--- src/rtl/wall_clock_ctrl.sv ---
// -----------------------------------------------------------------------------
// wall_clock_ctrl
//   Time-keeping controller for the WallClock top level. A prescaler makes the
//   one-second strobe. A small FSM owns the seconds / BCD minute / BCD hour
//   counters and shares them between that strobe and the IncMin / IncHour
//   button pulses. It applies one update per cycle.
//
//   Build option: define WALL_CLOCK_12H_EN for a 12-hour clock (12,01..11,12)
//   with a pm output. Without it the clock runs 00..23 and there is no pm port.
//
// Ports
//   CLK100MHZ  in   system clock, all state on the rising edge
//   reset_n    in   asynchronous active-low reset
//   run        in   1 = prescaler counts; 0 = prescaler frozen (buttons still work)
//   inc_min    in   single-cycle pulse, advance minutes (no hour carry)
//   inc_hour   in   single-cycle pulse, advance hours
//   seconds    out  binary seconds 0..59
//   mins1      out  BCD minutes units
//   mins2      out  BCD minutes tens
//   hours1     out  BCD hours units
//   hours2     out  BCD hours tens
//   sec_tick   out  high in the cycle the prescaler wraps
//   pm         out  (12h build only) toggles on every 11 -> 12 hour step
//   fsm_state  out  current FSM state, for debug and checker binding
// -----------------------------------------------------------------------------
module wall_clock_ctrl #(
  parameter int TICK_DIV = 100_000_000,
  parameter int DIV_W    = 27
) (
  input  logic       CLK100MHZ,
  input  logic       reset_n,
  input  logic       run,
  input  logic       inc_min,
  input  logic       inc_hour,
  output logic [5:0] seconds,
  output logic [3:0] mins1,
  output logic [3:0] mins2,
  output logic [3:0] hours1,
  output logic [3:0] hours2,
  output logic       sec_tick,
`ifdef WALL_CLOCK_12H_EN
  output logic       pm,
`endif
  output logic [2:0] fsm_state
);

  typedef enum logic [2:0] {
    IDLE      = 3'd0,
    UPD_SEC   = 3'd1,
    CARRY_MIN = 3'd2,
    CARRY_HR  = 3'd3,
    UPD_MIN   = 3'd4,
    UPD_HOUR  = 3'd5
  } state_t;

  localparam logic [DIV_W-1:0] DIV_LAST = DIV_W'(TICK_DIV - 1);

  state_t           state, state_nxt;
  logic [DIV_W-1:0] div_cnt;
  logic             tick_p, min_p, hour_p;
  logic             clr_tick, clr_min, clr_hour;
  logic             do_sec, do_min, do_hour;
  logic             sec_wrap, min_wrap;
  logic [3:0]       hr1_nxt, hr2_nxt;
`ifdef WALL_CLOCK_12H_EN
  logic             pm_flip;
`endif

  assign fsm_state = state;

  // ---------------------------------------------------------------------------
  // Prescaler. The strobe is decoded from the count so it is high in the same
  // cycle the count sits at its last value; the count wraps on that edge.
  // ---------------------------------------------------------------------------
  assign sec_tick = run && (div_cnt == DIV_LAST);

  always_ff @(posedge CLK100MHZ or negedge reset_n) begin
    if (!reset_n) begin
      div_cnt <= '0;
    end else if (run) begin
      div_cnt <= sec_tick ? '0 : div_cnt + DIV_W'(1);
    end
  end

  // ---------------------------------------------------------------------------
  // Pending flags. A new event wins over a clear that lands in the same cycle,
  // so an event arriving just as its predecessor is serviced is not dropped.
  // A repeat event while the flag is still set simply merges into it.
  // ---------------------------------------------------------------------------
  always_ff @(posedge CLK100MHZ or negedge reset_n) begin
    if (!reset_n) begin
      tick_p <= 1'b0;
      min_p  <= 1'b0;
      hour_p <= 1'b0;
    end else begin
      tick_p <= sec_tick | (tick_p & ~clr_tick);
      min_p  <= inc_min  | (min_p  & ~clr_min);
      hour_p <= inc_hour | (hour_p & ~clr_hour);
    end
  end

  // ---------------------------------------------------------------------------
  // FSM
  // ---------------------------------------------------------------------------
  assign sec_wrap = (seconds == 6'd59);
  assign min_wrap = (mins2 == 4'd5) && (mins1 == 4'd9);

  always_ff @(posedge CLK100MHZ or negedge reset_n) begin
    if (!reset_n) state <= IDLE;
    else          state <= state_nxt;
  end

  always_comb begin
    state_nxt = state;
    clr_tick  = 1'b0;
    clr_min   = 1'b0;
    clr_hour  = 1'b0;
    do_sec    = 1'b0;
    do_min    = 1'b0;
    do_hour   = 1'b0;
    case (state)
      IDLE: begin
        // Tick first so wall time never drifts behind button activity.
        if (tick_p)      state_nxt = UPD_SEC;
        else if (min_p)  state_nxt = UPD_MIN;
        else if (hour_p) state_nxt = UPD_HOUR;
      end
      UPD_SEC: begin
        do_sec    = 1'b1;
        clr_tick  = 1'b1;
        state_nxt = sec_wrap ? CARRY_MIN : IDLE;
      end
      CARRY_MIN: begin
        do_min    = 1'b1;
        state_nxt = min_wrap ? CARRY_HR : IDLE;
      end
      CARRY_HR: begin
        do_hour   = 1'b1;
        state_nxt = IDLE;
      end
      UPD_MIN: begin
        // Button minute advance deliberately never carries into hours.
        do_min    = 1'b1;
        clr_min   = 1'b1;
        state_nxt = IDLE;
      end
      UPD_HOUR: begin
        do_hour   = 1'b1;
        clr_hour  = 1'b1;
        state_nxt = IDLE;
      end
      default: state_nxt = IDLE;
    endcase
  end

  // ---------------------------------------------------------------------------
  // Next hour value. Both digits are computed together so they change on the
  // same edge and no out-of-range digit is ever visible.
  // ---------------------------------------------------------------------------
  always_comb begin
    hr2_nxt = hours2;
    hr1_nxt = hours1 + 4'd1;
`ifdef WALL_CLOCK_12H_EN
    pm_flip = 1'b0;
    if (hours2 == 4'd1 && hours1 == 4'd2) begin
      hr2_nxt = 4'd0;
      hr1_nxt = 4'd1;
    end else if (hours2 == 4'd1 && hours1 == 4'd1) begin
      hr1_nxt = 4'd2;
      pm_flip = 1'b1;
    end else if (hours1 == 4'd9) begin
      hr2_nxt = 4'd1;
      hr1_nxt = 4'd0;
    end
`else
    if (hours2 == 4'd2 && hours1 == 4'd3) begin
      hr2_nxt = 4'd0;
      hr1_nxt = 4'd0;
    end else if (hours1 == 4'd9) begin
      hr2_nxt = hours2 + 4'd1;
      hr1_nxt = 4'd0;
    end
`endif
  end

  // ---------------------------------------------------------------------------
  // Counters
  // ---------------------------------------------------------------------------
  always_ff @(posedge CLK100MHZ or negedge reset_n) begin
    if (!reset_n) begin
      seconds <= 6'd0;
      mins1   <= 4'd0;
      mins2   <= 4'd0;
`ifdef WALL_CLOCK_12H_EN
      hours2  <= 4'd1;
      hours1  <= 4'd2;
      pm      <= 1'b0;
`else
      hours2  <= 4'd0;
      hours1  <= 4'd0;
`endif
    end else begin
      if (do_sec) begin
        seconds <= sec_wrap ? 6'd0 : seconds + 6'd1;
      end
      if (do_min) begin
        if (mins1 == 4'd9) begin
          mins1 <= 4'd0;
          mins2 <= (mins2 == 4'd5) ? 4'd0 : mins2 + 4'd1;
        end else begin
          mins1 <= mins1 + 4'd1;
        end
      end
      if (do_hour) begin
        hours2 <= hr2_nxt;
        hours1 <= hr1_nxt;
`ifdef WALL_CLOCK_12H_EN
        if (pm_flip) pm <= ~pm;
`endif
      end
    end
  end

endmodule

--- config.mk ---
export PLATFORM = sky130hd
export DESIGN_NAME = wall_clock_ctrl
export DESIGN_NICKNAME = d
export VERILOG_FILES = /design/src/rtl/wall_clock_ctrl.sv
export SDC_FILE = /design/constraint.sdc
export NUM_CORES = 1
export LEC_CHECK = 0
export CORE_MARGIN = 2
export CORE_UTILIZATION = 56
export CTS_BUF_LIST = sky130_fd_sc_hd__clkbuf_16
export CTS_CLUSTER_DIAMETER = 60
export CTS_CLUSTER_SIZE = 20
export DETAILED_ROUTE_END_ITERATION = 12
export PLACE_DENSITY = 0.91
export SYNTH_ARGS = -nofsm -noshare
export SYNTH_HDL_FRONTEND = slang
export SYNTH_SLANG_ARGS = --single-unit
--- constraint.sdc ---
create_clock -name CLK100MHZ -period 2.4 [get_ports CLK100MHZ]
set_clock_uncertainty 0.15 [all_clocks]
set_input_delay 0.48 -clock CLK100MHZ [delete_from_list [all_inputs] [get_ports CLK100MHZ]]
set_output_delay 0.48 -clock CLK100MHZ [all_outputs]
set_load 0.01 [all_outputs]
==> impl_metrics.toml <==
[synth]
synth-main-ff-cell = "dfrtp_1"
ys_types = 41
synth_top_cell_area_share_pct = 50.2
synth_edf_count = 0
yosys-mux-area-fraction_pct = 2.05
synthAdderAreaFrac_pct = 2.74
synth_top_family_by_area = "simple AND/OR/NAND/NOR gates"
yosysTopAreaCell = "dfrtp_1"
yosys_register_bits = 55
synth_cells = 276
yosys_warnings = 0
syn_avg_cell_area_um2 = 9.94
yosys-top-cells-area = "dfrtp_1, xor2_1, xnor2_1"
yosys.area_share.simple_pct = 26.6
synth_fp_nets = 287
synth_compound_area_share_pct = 6.80
async_flop_share_pct = 100
synth_seq_area_share_pct = 50.2
synth_xor_area_share_pct = 9.90
netlist_area_mm2 = 0.00274

[die]
fp.dieW_um = 74.0
start_util_pct = 58.1
io_pins = 31
die_area_mm2 = 0.00547
die_h_um = 74.0
coreArea_mm2 = 0.00472
rows = 25

[power]
switchingPower_mw = 1.03
netSwitchingFraction_pct = 33.8
report.power.total_mw = 3.04
leakage_nw = 1.60
sequentialPowerShare_pct = 46.3
cellPowerDensity_mw_per_mm2 = 864
combPwrFrac_pct = 29.7
p_int_mw = 2.02
peakVddDrop_mv = 0.468
clock_power_share_pct = 24.0

[layout]
layout_common_cells = "dfrtp_1, nor2_1, nand2_1, buf_4, clkdlybuf4s50_1"
n_antenna_cell = 0
syn2layout_area_growth_pct = 28.5
drive_above_1_share_pct = 16.7
final_cells = 408
final_common_cell = "dfrtp_1"
fillers = 334
num-nets-final = 351
stdcell_area_mm2 = 0.00352
fin_util_pct = 74.6

[flow_run]
max_cap_violations = 0

[critical_path]
worst-setup-path-type = "flop to output port"
r2r-start = "div_cnt[19]$_DFFE_PN0P_"
critical_path_required_ns = 1.77
crit_path_end = "sec_tick"
reg2reg_depth = 11
cp_max_fo = 2
end_kind = "output port"
r2r_slack_ns = 0.06
arrival_ns = 1.77
crit_start = "div_cnt[19]$_DFFE_PN0P_"
reg2reg_to = "div_cnt[20]$_DFFE_PN0P_"
start_kind = "flop"

[grt]
grt_pass1_vias = 2224
globalRouteOverflowTotal = 0
grt_pass1_wl_um = 10200
grt.total_usage_pct = 24.5
antenna_found_initial = 0
grt_max_degree = 35

[detailed_routing]
ant_nets = 0
drc_errors = 0
wl_per_cell_um = 15.3
first_iter_violations = 178
drtPass1Iterations = 4
vias = 2326
vias_per_cell = 5.70
totalWireLength_um = 6250

[clocking]
clockBufferDepth = 2
clk_pin_slew_ns = 0.07
clk_latency_ns = 0.29
numCtsBuffers = 5
ctsHoldBuffers = 0
cts_max_level = 2
clkSinkCount = 55
clockRootBuffer = "clkbuf_16"
cts_tree = "built"

[place]
placed_cells = 392
dpl_cell_area_mm2 = 0.00328
gp_congestion = 0.925
portBuffers = 30
hpwl_um = 4370

[sta]
grt_setup_unrepaired = "yes"
fmax_mhz = 417
finalHoldViolations = 15
hold_ws_ns = -0.00747
setup_violations = 0
relSlewSlack_pct = 65.9
post-route-period-util_pct = 100
finalMaxSlewViolations = 0
worst_pin_slew_ns = 0.509
fin_crit_ns = 2.40

[min_path]
worstHoldPathType = "input port to asynchronous set/reset pin"

[run_status]
outcome = "complete, but fails checks"
failed_checks = "negative hold slack"
-- synth_stat cells, types with 4 or more instances --
library cell  count
dfrtp_1          55
nor2_1           30
nand2_1          29
xor2_1           18
nand4_1          16
o21ai_0          14
xnor2_1          13
nand3_1          10
inv_1             9
and3_1            8
a21oi_1           7
nor3_1            7
nor4_1            7
ha_1              6
mux2_2            5
or3_1             4
-- worst max-delay path: stages (launching register included) --
cell and delay, ns:
dfrtp_1 0.39, or4_4 0.56, nor3_4 0.21, and3_4 0.22, buf_6 0.10
-- state kept, by name, indices dropped and copies added, names as in the netlist --
name,cells
tick_p,1
mins2,4
hours2,4
div_cnt,27
seconds,6
hour_p,1
fsm_state,3
hours1,4
mins1,4
min_p,1
-- how the worst min path moves through the flow --
stage                                to              from  cells past startpoint
6_report           mins1[2]$_DFFE_PN0N_           reset_n                      1
5_1_grt            mins1[2]$_DFFE_PN0N_           reset_n                      1
2_1_floorplan    div_cnt[0]$_DFFE_PN0P_           reset_n                      0
3_3_place_gp   fsm_state[2]$_DFFE_PN0P_  tick_p$_DFF_PN0_                      1
3_5_place_dp       mins1[3]$_DFFE_PN0N_           reset_n                      1
4_1_cts            mins1[3]$_DFFE_PN0N_           reset_n                      1
-- power by group through the flow --
stage | clock [mW] | combinational (mW) | sequential [mW]
floorplan | 0 | 0.463 | 1.42
global placement | 0 | 0.858 | 1.40
detailed placement | 0 | 0.904 | 1.42
CTS | 0.743 | 0.911 | 1.41
global route | 0.783 | 1.01 | 1.45
finish | 0.732 | 0.904 | 1.41
-- per-stage QoR --
step                      TNS, ns  worst slack (ns)
after floorplan                 0             0.301
after global placement     -0.147            -0.147
after detailed placement   -0.260            -0.254
after CTS                       0           0.00104
after global routing      -0.0322           -0.0307
final                           0          0.000679
-- routing by layer --
| layer | GRT usage (%) | vias up | wire (µm) |
|---|---|---|---|
| li1 | - | 1103 | - |
| met1 | 30.3 | 1162 | 2600 |
| met2 | 43.5 | 53 | 3370 |
| met3 | 4.61 | 8 | 184 |
| met4 | 7.88 | 0 | 95 |
| met5 | 0 | - | 0 |
-- kinds of logic (layout without fill, tap and decap cells) --
group,Yosys count,after routing
multiplexers,5,5
adder cells (fa/ha/maj),6,6
buffers and inverters,12,77
AO/OA/AOI/OAI,32,32
XOR/XNOR,31,31
flip-flops,55,55
AND/OR/NAND/NOR,135,135
-- what timing repair did --
action / CTS / global route
pin swaps: 3 / 4
buffers inserted: 7 / 2
resized for setup: 7 / 6
setup endpoints to repair: 1 / 2
-- cell type report --
| cell class | instances | area [µm²] | share of cell area (%) |
|---|---|---|---|
| Timing Repair Buffer | 60 | 534 | 15.2 |
| Sequential cell | 55 | 1380 | 39.0 |
| Clock inverter | 3 | 22.5 | 0.639 |
| Clock buffer | 5 | 125 | 3.55 |
| Multi-Input combinational cell | 209 | 1350 | 38.3 |
| Inverter | 9 | 33.8 | 0.958 |
| Tap cell | 67 | 83.8 | 2.38 |
Power figures use the tool's default switching activity.
